`src/rtl/eci_wr_burst_splitter_if.sv`:
```
// Handshake bundle around the write burst splitter: upstream AW/B (s_*) and
// downstream sub-burst AW/B towards the write reorder buffer (m_*).
interface eci_wr_burst_splitter_if #(
    parameter int unsigned ECI_ADDR_BITS = 48
);
    logic [ECI_ADDR_BITS-1:0] s_awaddr;
    logic [7:0]               s_awlen;
    logic                     s_awvalid;
    logic                     s_awready;
    logic [1:0]               s_bresp;
    logic                     s_bvalid;
    logic                     s_bready;

    logic [ECI_ADDR_BITS-1:0] m_awaddr;
    logic [7:0]               m_awlen;
    logic                     m_awvalid;
    logic                     m_awready;
    logic [1:0]               m_bresp;
    logic                     m_bvalid;
    logic                     m_bready;

    // Splitter side
    modport slave (
        input  s_awaddr, s_awlen, s_awvalid, s_bready, m_awready, m_bresp, m_bvalid,
        output s_awready, s_bresp, s_bvalid, m_awaddr, m_awlen, m_awvalid, m_bready
    );

    // Environment side (upstream master plus reorder-buffer responder)
    modport master (
        output s_awaddr, s_awlen, s_awvalid, s_bready, m_awready, m_bresp, m_bvalid,
        input  s_awready, s_bresp, s_bvalid, m_awaddr, m_awlen, m_awvalid, m_bready
    );
endinterface

```
`src/rtl/eci_wr_burst_splitter.sv`:
```
// Splits AXI write bursts into sub-bursts of <= N_BURSTED beats and merges their B responses.
// Define WR_SPLIT_ALIGN_EN to keep sub-bursts inside N_BURSTED*BEAT_BYTES blocks and drop stray Bs.
module eci_wr_burst_splitter #(
    parameter int unsigned N_BURSTED       = 2,
    parameter int unsigned BEAT_BYTES      = 128,
    parameter int unsigned MAX_OUTSTANDING = 8,
    parameter int unsigned ECI_ADDR_BITS   = 48
) (
    input logic                    aclk,
    input logic                    aresetn,
    eci_wr_burst_splitter_if.slave bus
);
`ifdef WR_SPLIT_ALIGN_EN
    localparam bit ALIGN_EN = 1'b1;
`else
    localparam bit ALIGN_EN = 1'b0;
`endif
    localparam int unsigned BEAT_SHIFT = $clog2(BEAT_BYTES);
    localparam int unsigned PTR_W      = (MAX_OUTSTANDING > 1) ? $clog2(MAX_OUTSTANDING) : 1;
    localparam int unsigned OUT_W      = $clog2(MAX_OUTSTANDING) + 1;

    typedef enum logic {IDLE, SPLIT} state_e;

    state_e                   state_q, state_d;
    logic [ECI_ADDR_BITS-1:0] addr_q, addr_d, addr_next;
    logic [8:0]               rem_q, rem_d, rem_left, chunk;
    logic [8:0]               nsub_q, nsub_d;
    logic [OUT_W-1:0]         out_q, out_d;
    logic                     maw_valid_q, maw_valid_d;
    logic [ECI_ADDR_BITS-1:0] maw_addr_q, maw_addr_d;
    logic [7:0]               maw_len_q, maw_len_d;
    logic [8:0]               fifo_q [MAX_OUTSTANDING];
    logic [PTR_W-1:0]         wptr_q, rptr_q;
    logic [OUT_W-1:0]         cnt_q;
    logic [8:0]               bcnt_q, bcnt_d, bcnt_inc, head;
    logic [1:0]               worst_q, worst_d, worst_inc;
    logic                     sb_valid_q, sb_valid_d;
    logic [1:0]               sb_resp_q, sb_resp_d;
    logic                     s_awready, m_bready;
    logic                     aw_hs, sb_hs, mb_hs, mb_cnt, push, pop;

    function automatic logic [8:0] chunk_of(input logic [ECI_ADDR_BITS-1:0] a,
                                            input logic [8:0] rem);
        logic [8:0] idx;
        logic [8:0] lim;
        idx = 9'((a >> BEAT_SHIFT) & ECI_ADDR_BITS'(N_BURSTED - 1));
        lim = 9'(N_BURSTED) - (ALIGN_EN ? idx : 9'd0);
        return (rem < lim) ? rem : lim;
    endfunction

    function automatic logic [PTR_W-1:0] nxt(input logic [PTR_W-1:0] p);
        return (p == PTR_W'(MAX_OUTSTANDING - 1)) ? '0 : p + PTR_W'(1);
    endfunction

    always_comb begin
        state_d     = state_q;
        addr_d      = addr_q;
        rem_d       = rem_q;
        nsub_d      = nsub_q;
        maw_valid_d = maw_valid_q;
        maw_addr_d  = maw_addr_q;
        maw_len_d   = maw_len_q;
        push        = 1'b0;
        s_awready   = 1'b0;
        chunk       = chunk_of(addr_q, rem_q);
        rem_left    = rem_q - chunk;
        addr_next   = addr_q + (ECI_ADDR_BITS'(chunk) << BEAT_SHIFT);
        case (state_q)
            IDLE: begin
                s_awready = aresetn && (out_q < OUT_W'(MAX_OUTSTANDING));
                if (bus.s_awvalid && s_awready) begin
                    addr_d      = bus.s_awaddr;
                    rem_d       = {1'b0, bus.s_awlen} + 9'd1;
                    nsub_d      = '0;
                    state_d     = SPLIT;
                    maw_valid_d = 1'b1;
                    maw_addr_d  = bus.s_awaddr;
                    maw_len_d   = 8'(chunk_of(bus.s_awaddr, rem_d) - 9'd1);
                end
            end
            SPLIT: begin
                if (maw_valid_q && bus.m_awready) begin
                    addr_d = addr_next;
                    rem_d  = rem_left;
                    nsub_d = nsub_q + 9'd1;
                    if (rem_left == '0) begin
                        push        = 1'b1;
                        state_d     = IDLE;
                        maw_valid_d = 1'b0;
                    end else begin
                        maw_addr_d = addr_next;
                        maw_len_d  = 8'(chunk_of(addr_next, rem_left) - 9'd1);
                    end
                end
            end
            default: state_d = IDLE;
        endcase
    end

    always_comb begin
        aw_hs     = bus.s_awvalid && s_awready;
        sb_hs     = sb_valid_q && bus.s_bready;
        m_bready  = aresetn && !sb_valid_q;
        mb_hs     = bus.m_bvalid && m_bready;
        mb_cnt    = mb_hs && (!ALIGN_EN || cnt_q != '0 || state_q == SPLIT);
        bcnt_inc  = bcnt_q + 9'(mb_cnt);
        worst_inc = (mb_cnt && bus.m_bresp > worst_q) ? bus.m_bresp : worst_q;
        head      = fifo_q[rptr_q];
        bcnt_d     = bcnt_inc;
        worst_d    = worst_inc;
        sb_valid_d = sb_hs ? 1'b0 : sb_valid_q;
        sb_resp_d  = sb_resp_q;
        pop        = 1'b0;
        out_d      = out_q;
        if (aw_hs && !sb_hs)      out_d = out_q + OUT_W'(1);
        else if (!aw_hs && sb_hs) out_d = out_q - OUT_W'(1);
        // A completion deferred by a pending s_b keeps any beat accepted now for the next burst.
        if (!sb_valid_q && cnt_q != '0) begin
            if (bcnt_q == head) begin
                pop        = 1'b1;
                sb_valid_d = 1'b1;
                sb_resp_d  = worst_q;
                bcnt_d     = 9'(mb_cnt);
                worst_d    = mb_cnt ? bus.m_bresp : 2'b00;
            end else if (bcnt_inc == head) begin
                pop        = 1'b1;
                sb_valid_d = 1'b1;
                sb_resp_d  = worst_inc;
                bcnt_d     = '0;
                worst_d    = '0;
            end
        end
    end

    always_ff @(posedge aclk or negedge aresetn) begin
        if (!aresetn) begin
            state_q     <= IDLE;
            addr_q      <= '0;
            rem_q       <= '0;
            nsub_q      <= '0;
            out_q       <= '0;
            maw_valid_q <= 1'b0;
            maw_addr_q  <= '0;
            maw_len_q   <= '0;
            wptr_q      <= '0;
            rptr_q      <= '0;
            cnt_q       <= '0;
            bcnt_q      <= '0;
            worst_q     <= '0;
            sb_valid_q  <= 1'b0;
            sb_resp_q   <= '0;
            for (int unsigned i = 0; i < MAX_OUTSTANDING; i++) fifo_q[i] <= '0;
        end else begin
            state_q     <= state_d;
            addr_q      <= addr_d;
            rem_q       <= rem_d;
            nsub_q      <= nsub_d;
            out_q       <= out_d;
            maw_valid_q <= maw_valid_d;
            maw_addr_q  <= maw_addr_d;
            maw_len_q   <= maw_len_d;
            bcnt_q      <= bcnt_d;
            worst_q     <= worst_d;
            sb_valid_q  <= sb_valid_d;
            sb_resp_q   <= sb_resp_d;
            if (push) begin
                fifo_q[wptr_q] <= nsub_d;
                wptr_q         <= nxt(wptr_q);
            end
            if (pop) rptr_q <= nxt(rptr_q);
            cnt_q <= cnt_q + OUT_W'(push) - OUT_W'(pop);
        end
    end

    assign bus.s_awready = s_awready;
    assign bus.s_bvalid  = sb_valid_q;
    assign bus.s_bresp   = sb_resp_q;
    assign bus.m_awvalid = maw_valid_q;
    assign bus.m_awaddr  = maw_addr_q;
    assign bus.m_awlen   = maw_len_q;
    assign bus.m_bready  = m_bready;
endmodule

```
`src/flat_wrapper.sv`:
```
// flat-port wrapper written by rule: the top's interface ports become plain ports
module eci_wr_burst_splitter_flat 
#(
    parameter int unsigned N_BURSTED       = 2,
    parameter int unsigned BEAT_BYTES      = 128,
    parameter int unsigned MAX_OUTSTANDING = 8,
    parameter int unsigned ECI_ADDR_BITS   = 48
)
  (aclk, aresetn, bus_s_awaddr, bus_s_awlen, bus_s_awvalid, bus_s_bready, bus_m_awready, bus_m_bresp, bus_m_bvalid, bus_s_awready, bus_s_bresp, bus_s_bvalid, bus_m_awaddr, bus_m_awlen, bus_m_awvalid, bus_m_bready);
  eci_wr_burst_splitter_if #(.ECI_ADDR_BITS(ECI_ADDR_BITS)) bus_i ();
  input logic aclk;
  input logic aresetn;
  input wire logic [$bits(bus_i.s_awaddr)-1:0] bus_s_awaddr;
  input wire logic [$bits(bus_i.s_awlen)-1:0] bus_s_awlen;
  input wire logic [$bits(bus_i.s_awvalid)-1:0] bus_s_awvalid;
  input wire logic [$bits(bus_i.s_bready)-1:0] bus_s_bready;
  input wire logic [$bits(bus_i.m_awready)-1:0] bus_m_awready;
  input wire logic [$bits(bus_i.m_bresp)-1:0] bus_m_bresp;
  input wire logic [$bits(bus_i.m_bvalid)-1:0] bus_m_bvalid;
  output wire logic [$bits(bus_i.s_awready)-1:0] bus_s_awready;
  output wire logic [$bits(bus_i.s_bresp)-1:0] bus_s_bresp;
  output wire logic [$bits(bus_i.s_bvalid)-1:0] bus_s_bvalid;
  output wire logic [$bits(bus_i.m_awaddr)-1:0] bus_m_awaddr;
  output wire logic [$bits(bus_i.m_awlen)-1:0] bus_m_awlen;
  output wire logic [$bits(bus_i.m_awvalid)-1:0] bus_m_awvalid;
  output wire logic [$bits(bus_i.m_bready)-1:0] bus_m_bready;
  assign bus_i.s_awaddr = bus_s_awaddr;
  assign bus_i.s_awlen = bus_s_awlen;
  assign bus_i.s_awvalid = bus_s_awvalid;
  assign bus_i.s_bready = bus_s_bready;
  assign bus_i.m_awready = bus_m_awready;
  assign bus_i.m_bresp = bus_m_bresp;
  assign bus_i.m_bvalid = bus_m_bvalid;
  assign bus_s_awready = bus_i.s_awready;
  assign bus_s_bresp = bus_i.s_bresp;
  assign bus_s_bvalid = bus_i.s_bvalid;
  assign bus_m_awaddr = bus_i.m_awaddr;
  assign bus_m_awlen = bus_i.m_awlen;
  assign bus_m_awvalid = bus_i.m_awvalid;
  assign bus_m_bready = bus_i.m_bready;
  eci_wr_burst_splitter #(.N_BURSTED(N_BURSTED), .BEAT_BYTES(BEAT_BYTES), .MAX_OUTSTANDING(MAX_OUTSTANDING), .ECI_ADDR_BITS(ECI_ADDR_BITS)) u_core (.aclk(aclk), .aresetn(aresetn), .bus(bus_i));
endmodule
```
`config.mk`:
```
export PLATFORM = sky130hd
export DESIGN_NAME = eci_wr_burst_splitter_flat
export DESIGN_NICKNAME = d
export VERILOG_FILES = /design/src/rtl/eci_wr_burst_splitter_if.sv /design/src/rtl/eci_wr_burst_splitter.sv /design/src/flat_wrapper.sv
export SDC_FILE = /design/constraint.sdc
export NUM_CORES = 1
export LEC_CHECK = 0
export BUFFER_PORTS_ARGS = -buffer_cell sky130_fd_sc_hd__buf_4
export CAP_MARGIN = 20
export CORE_UTILIZATION = 55
export DETAILED_ROUTE_END_ITERATION = 10
export PLACE_DENSITY = 0.75
export SLEW_MARGIN = 0
export SYNTH_ARGS = -nofsm -noshare
export SYNTH_HDL_FRONTEND = slang
export SYNTH_SLANG_ARGS = --single-unit
```
`constraint.sdc`:
```
create_clock -name aclk -period 4.1 [get_ports aclk]
set_input_delay 0.82 -clock aclk [delete_from_list [all_inputs] [get_ports aclk]]
set_output_delay 0.82 -clock aclk [all_outputs]
set_load 0.005 [all_outputs]
```
==> impl_metrics.env <==
export IMPL_tightest_slew_ps=1020
export IMPL_cts_setup_buffers=0
export IMPL_status="completed"
export IMPL_cp_max_fo=11
export IMPL_worst_setup_path_end_kind="flop"
export IMPL_viasPerCell=5.89
export IMPL_drv_cap=0
export IMPL_worstPathRequired_ps=4500
export IMPL_die_area_um2=22200
export IMPL_fin_crit_sh=0.938
export IMPL_clk_latency_ps=520
export IMPL_die_h_um=149
export IMPL_cp_data_arrival_time_ps=4250
export IMPL_dp_cells=1540
export IMPL_syn_inst=1167
export IMPL_hold_viol=0
export IMPL_powerDensity_nw_per_um2=674
export IMPL_ys_seq_elements=224
export IMPL_cts_buffer_depth=3
export IMPL_ys_seq_area_frac=0.471
export IMPL_cts_num_sinks=224
export IMPL_grt_usage=0.263
export IMPL_synth_cell_type_count=71
export IMPL_syn_area_per_cell_um2=10.2
export IMPL_crit_type="reg2reg"
export IMPL_die_w_um=149
export IMPL_antenna_found_initial=0
export IMPL_startpoint_type="flop"
export IMPL_p_total_mw=9.49
export IMPL_power_leakage_nw=6.60
export IMPL_hold_ws_ps=333
export IMPL_io_pins=126
export IMPL_finalCriticalPeriod_ps=3850
export IMPL_cts_resized=0
export IMPL_ant_nets=0
export IMPL_cts_buffers=24
export IMPL_layout_cells_non_filler=1584
export IMPL_fmax_mhz=260
export IMPL_fin_tns_setup_ps=0
export IMPL_place_hpwl_um=19200
export IMPL_ys_flop_type="dfrtp_1"
export IMPL_drv_slew=0
export IMPL_ir_drop_v=0.000394
export IMPL_setup_viol=0
export IMPL_wl_per_cell_um=17.9
export IMPL_path_clk_slew_ps=60
export IMPL_port_buffers=125
export IMPL_coreArea_um2=21200
export IMPL_synth_edf_count=0
export IMPL_num_nets_final=1387
export IMPL_rsz0062_at_grt="false"
export IMPL_hold_path_class="in2async"
export IMPL_route_vias_total=9331
export IMPL_ctsRootBufferMaster="clkbuf_16"
export IMPL_post_place_ws_ps=305
export IMPL_drt_iter0_markers=555
export IMPL_rows=53
export IMPL_h_tree_depth=1
export IMPL_syn_area_um2=11900
export IMPL_first_global_vias=9246
export IMPL_tritoncts="yes"
export IMPL_maxSlewHeadroom=0.314
export IMPL_grt_max_degree=148
export IMPL_layout_drive_gt1_share=0.235
export IMPL_gp_congestion=0.838
export IMPL_syn_to_final_growth_pct=18.2
export IMPL_grt_pass1_wl_um=46500
export IMPL_setup_slack_ps=254
export IMPL_drt_wl_total_um=28400
export IMPL_dr_pass1_iters=5
export IMPL_fin_skew_ps=7.84
export IMPL_overflow=0
export IMPL_yosys_warnings=0
export IMPL_holdBufCountCts=0
export IMPL_synthArstFlopShare=1.00
export IMPL_start_util=0.563
export IMPL_drc_errors=0
## report_power, final
part	switching, mW	internal [mW]	total [mW]	leakage (nW)
Sequential	0.581	2.82	3.40	2.92
Clock	0.885	1.31	2.20	0.394
Combinational	2.11	1.78	3.89	3.28
## stage by stage
step / cell area [um2] / util
after detailed placement: 13300 / 0.627
after global placement: 13300 / 0.627
after global routing: 14100 / 0.665
final: 14100 / 0.665
after CTS: 14100 / 0.665
after floorplan: 11900 / -
## worst paths after layout
path / startpoint / depth (start not counted) / endpoint / slack (ps)
hold / removal: aresetn / 2 / u_core.bus.m_awaddr[15] / 330
setup / recovery: u_core.rem_q[8] / 12 / u_core.fifo_q[30] / 250
max in group asynchronous: aresetn / 3 / u_core.bus.m_awaddr[44] / 2610
min in group aclk: u_core.out_q[3] / 1 / u_core.out_q[3] / 480
setup reg to reg: u_core.rem_q[8] / 12 / u_core.fifo_q[30] / 250
hold reg to reg: u_core.out_q[3] / 1 / u_core.out_q[3] / 480
## cell families after synthesis
group / after synthesis / synth area share
adders and majority gates: 32 / 0.0355
buffers and inverters: 107 / 0.0362
DFF: 224 / 0.471
other: 2 / 0.000631
muxes: 131 / 0.138
xor gates and xnor gates: 55 / 0.0404
AOI/OAI and AO/OA: 232 / 0.125
and+or+nand+nor: 384 / 0.153
## critical path, cell delays in order (launching register included)
cell      delay [ps]
dfrtp_1          440
or4_1            580
or2_4            310
nand2b_1          80
ha_1             240
nor4_1            90
or3_1            320
a31o_2           270
a2111o_1         390
buf_4            180
nor4b_2          210
buf_4            250
mux2_2           360
## cell usage after synthesis, types with 15 or more instances
master	n	area, um2
a22o_1	20	175
xor2_1	19	166
o21ai_0	60	300
ha_1	29	363
nand2_1	144	541
mux2_2	66	743
inv_1	36	135
nor2_1	87	327
nor3_1	19	95.1
a21oi_1	57	285
xnor2_1	36	315
o22ai_1	19	119
nand3_1	43	215
clkbuf_1	47	176
dfrtp_1	224	5610
o31ai_1	15	113
mux2i_1	41	410
mux4_2	18	405
## layout by cell type (no fill, tap or decap), types with 7 or more instances in the layout
cell type / instances
o211ai_1: 10
and3_1: 12
nand4_1: 13
nand3_1: 43
clkbuf_16: 25
nor3_1: 19
o31ai_1: 15
nand2_1: 143
conb_1: 8
o22ai_1: 19
a22o_1: 20
mux2_2: 66
inv_1: 36
nor2_1: 86
xor2_1: 19
nor4_1: 7
o21ai_0: 60
mux4_2: 18
dfrtp_1: 223
or4_1: 9
a21oi_1: 57
xnor2_1: 36
buf_4: 159
ha_1: 29
mux2i_1: 41
or3_1: 10
## layout make-up
type                            instances  area, um2
Antenna cell                            1       2.50
Clock buffer                           33        696
Clock inverter                         10        109
Fill cell                            1628       7080
Inverter                               36        135
Multi-Input combinational cell        842       5910
Sequential cell                       224       5610
Tap cell                              275        344
Timing Repair Buffer                  163       1270
## flip-flops by register name (all words and copies together) (netlist names)
signal and flops:
u_core.addr_q 48, u_core.bcnt_q 9, u_core.bus.m_awaddr 48, u_core.bus.m_awlen 8, u_core.bus.m_awvalid 1, u_core.bus.s_bresp 2, u_core.bus.s_bvalid 1, u_core.cnt_q 4
u_core.fifo_q 72, u_core.nsub_q 9, u_core.out_q 4, u_core.rem_q 9, u_core.rptr_q 3, u_core.state_q 1, u_core.worst_q 2, u_core.wptr_q 3
## per-layer routing
| metal | vias to the layer above | GRT usage | share of wire |
|---|---|---|---|
| met2 | 286 | 0.420 | 0.48 |
| li1 | 4417 | - | - |
| met5 | - | 0 | 0 |
| met1 | 4577 | 0.359 | 0.43 |
| met4 | 0 | 0.0898 | 0.020 |
| met3 | 51 | 0.0508 | 0.071 |
(Power assumes the default switching activity.)
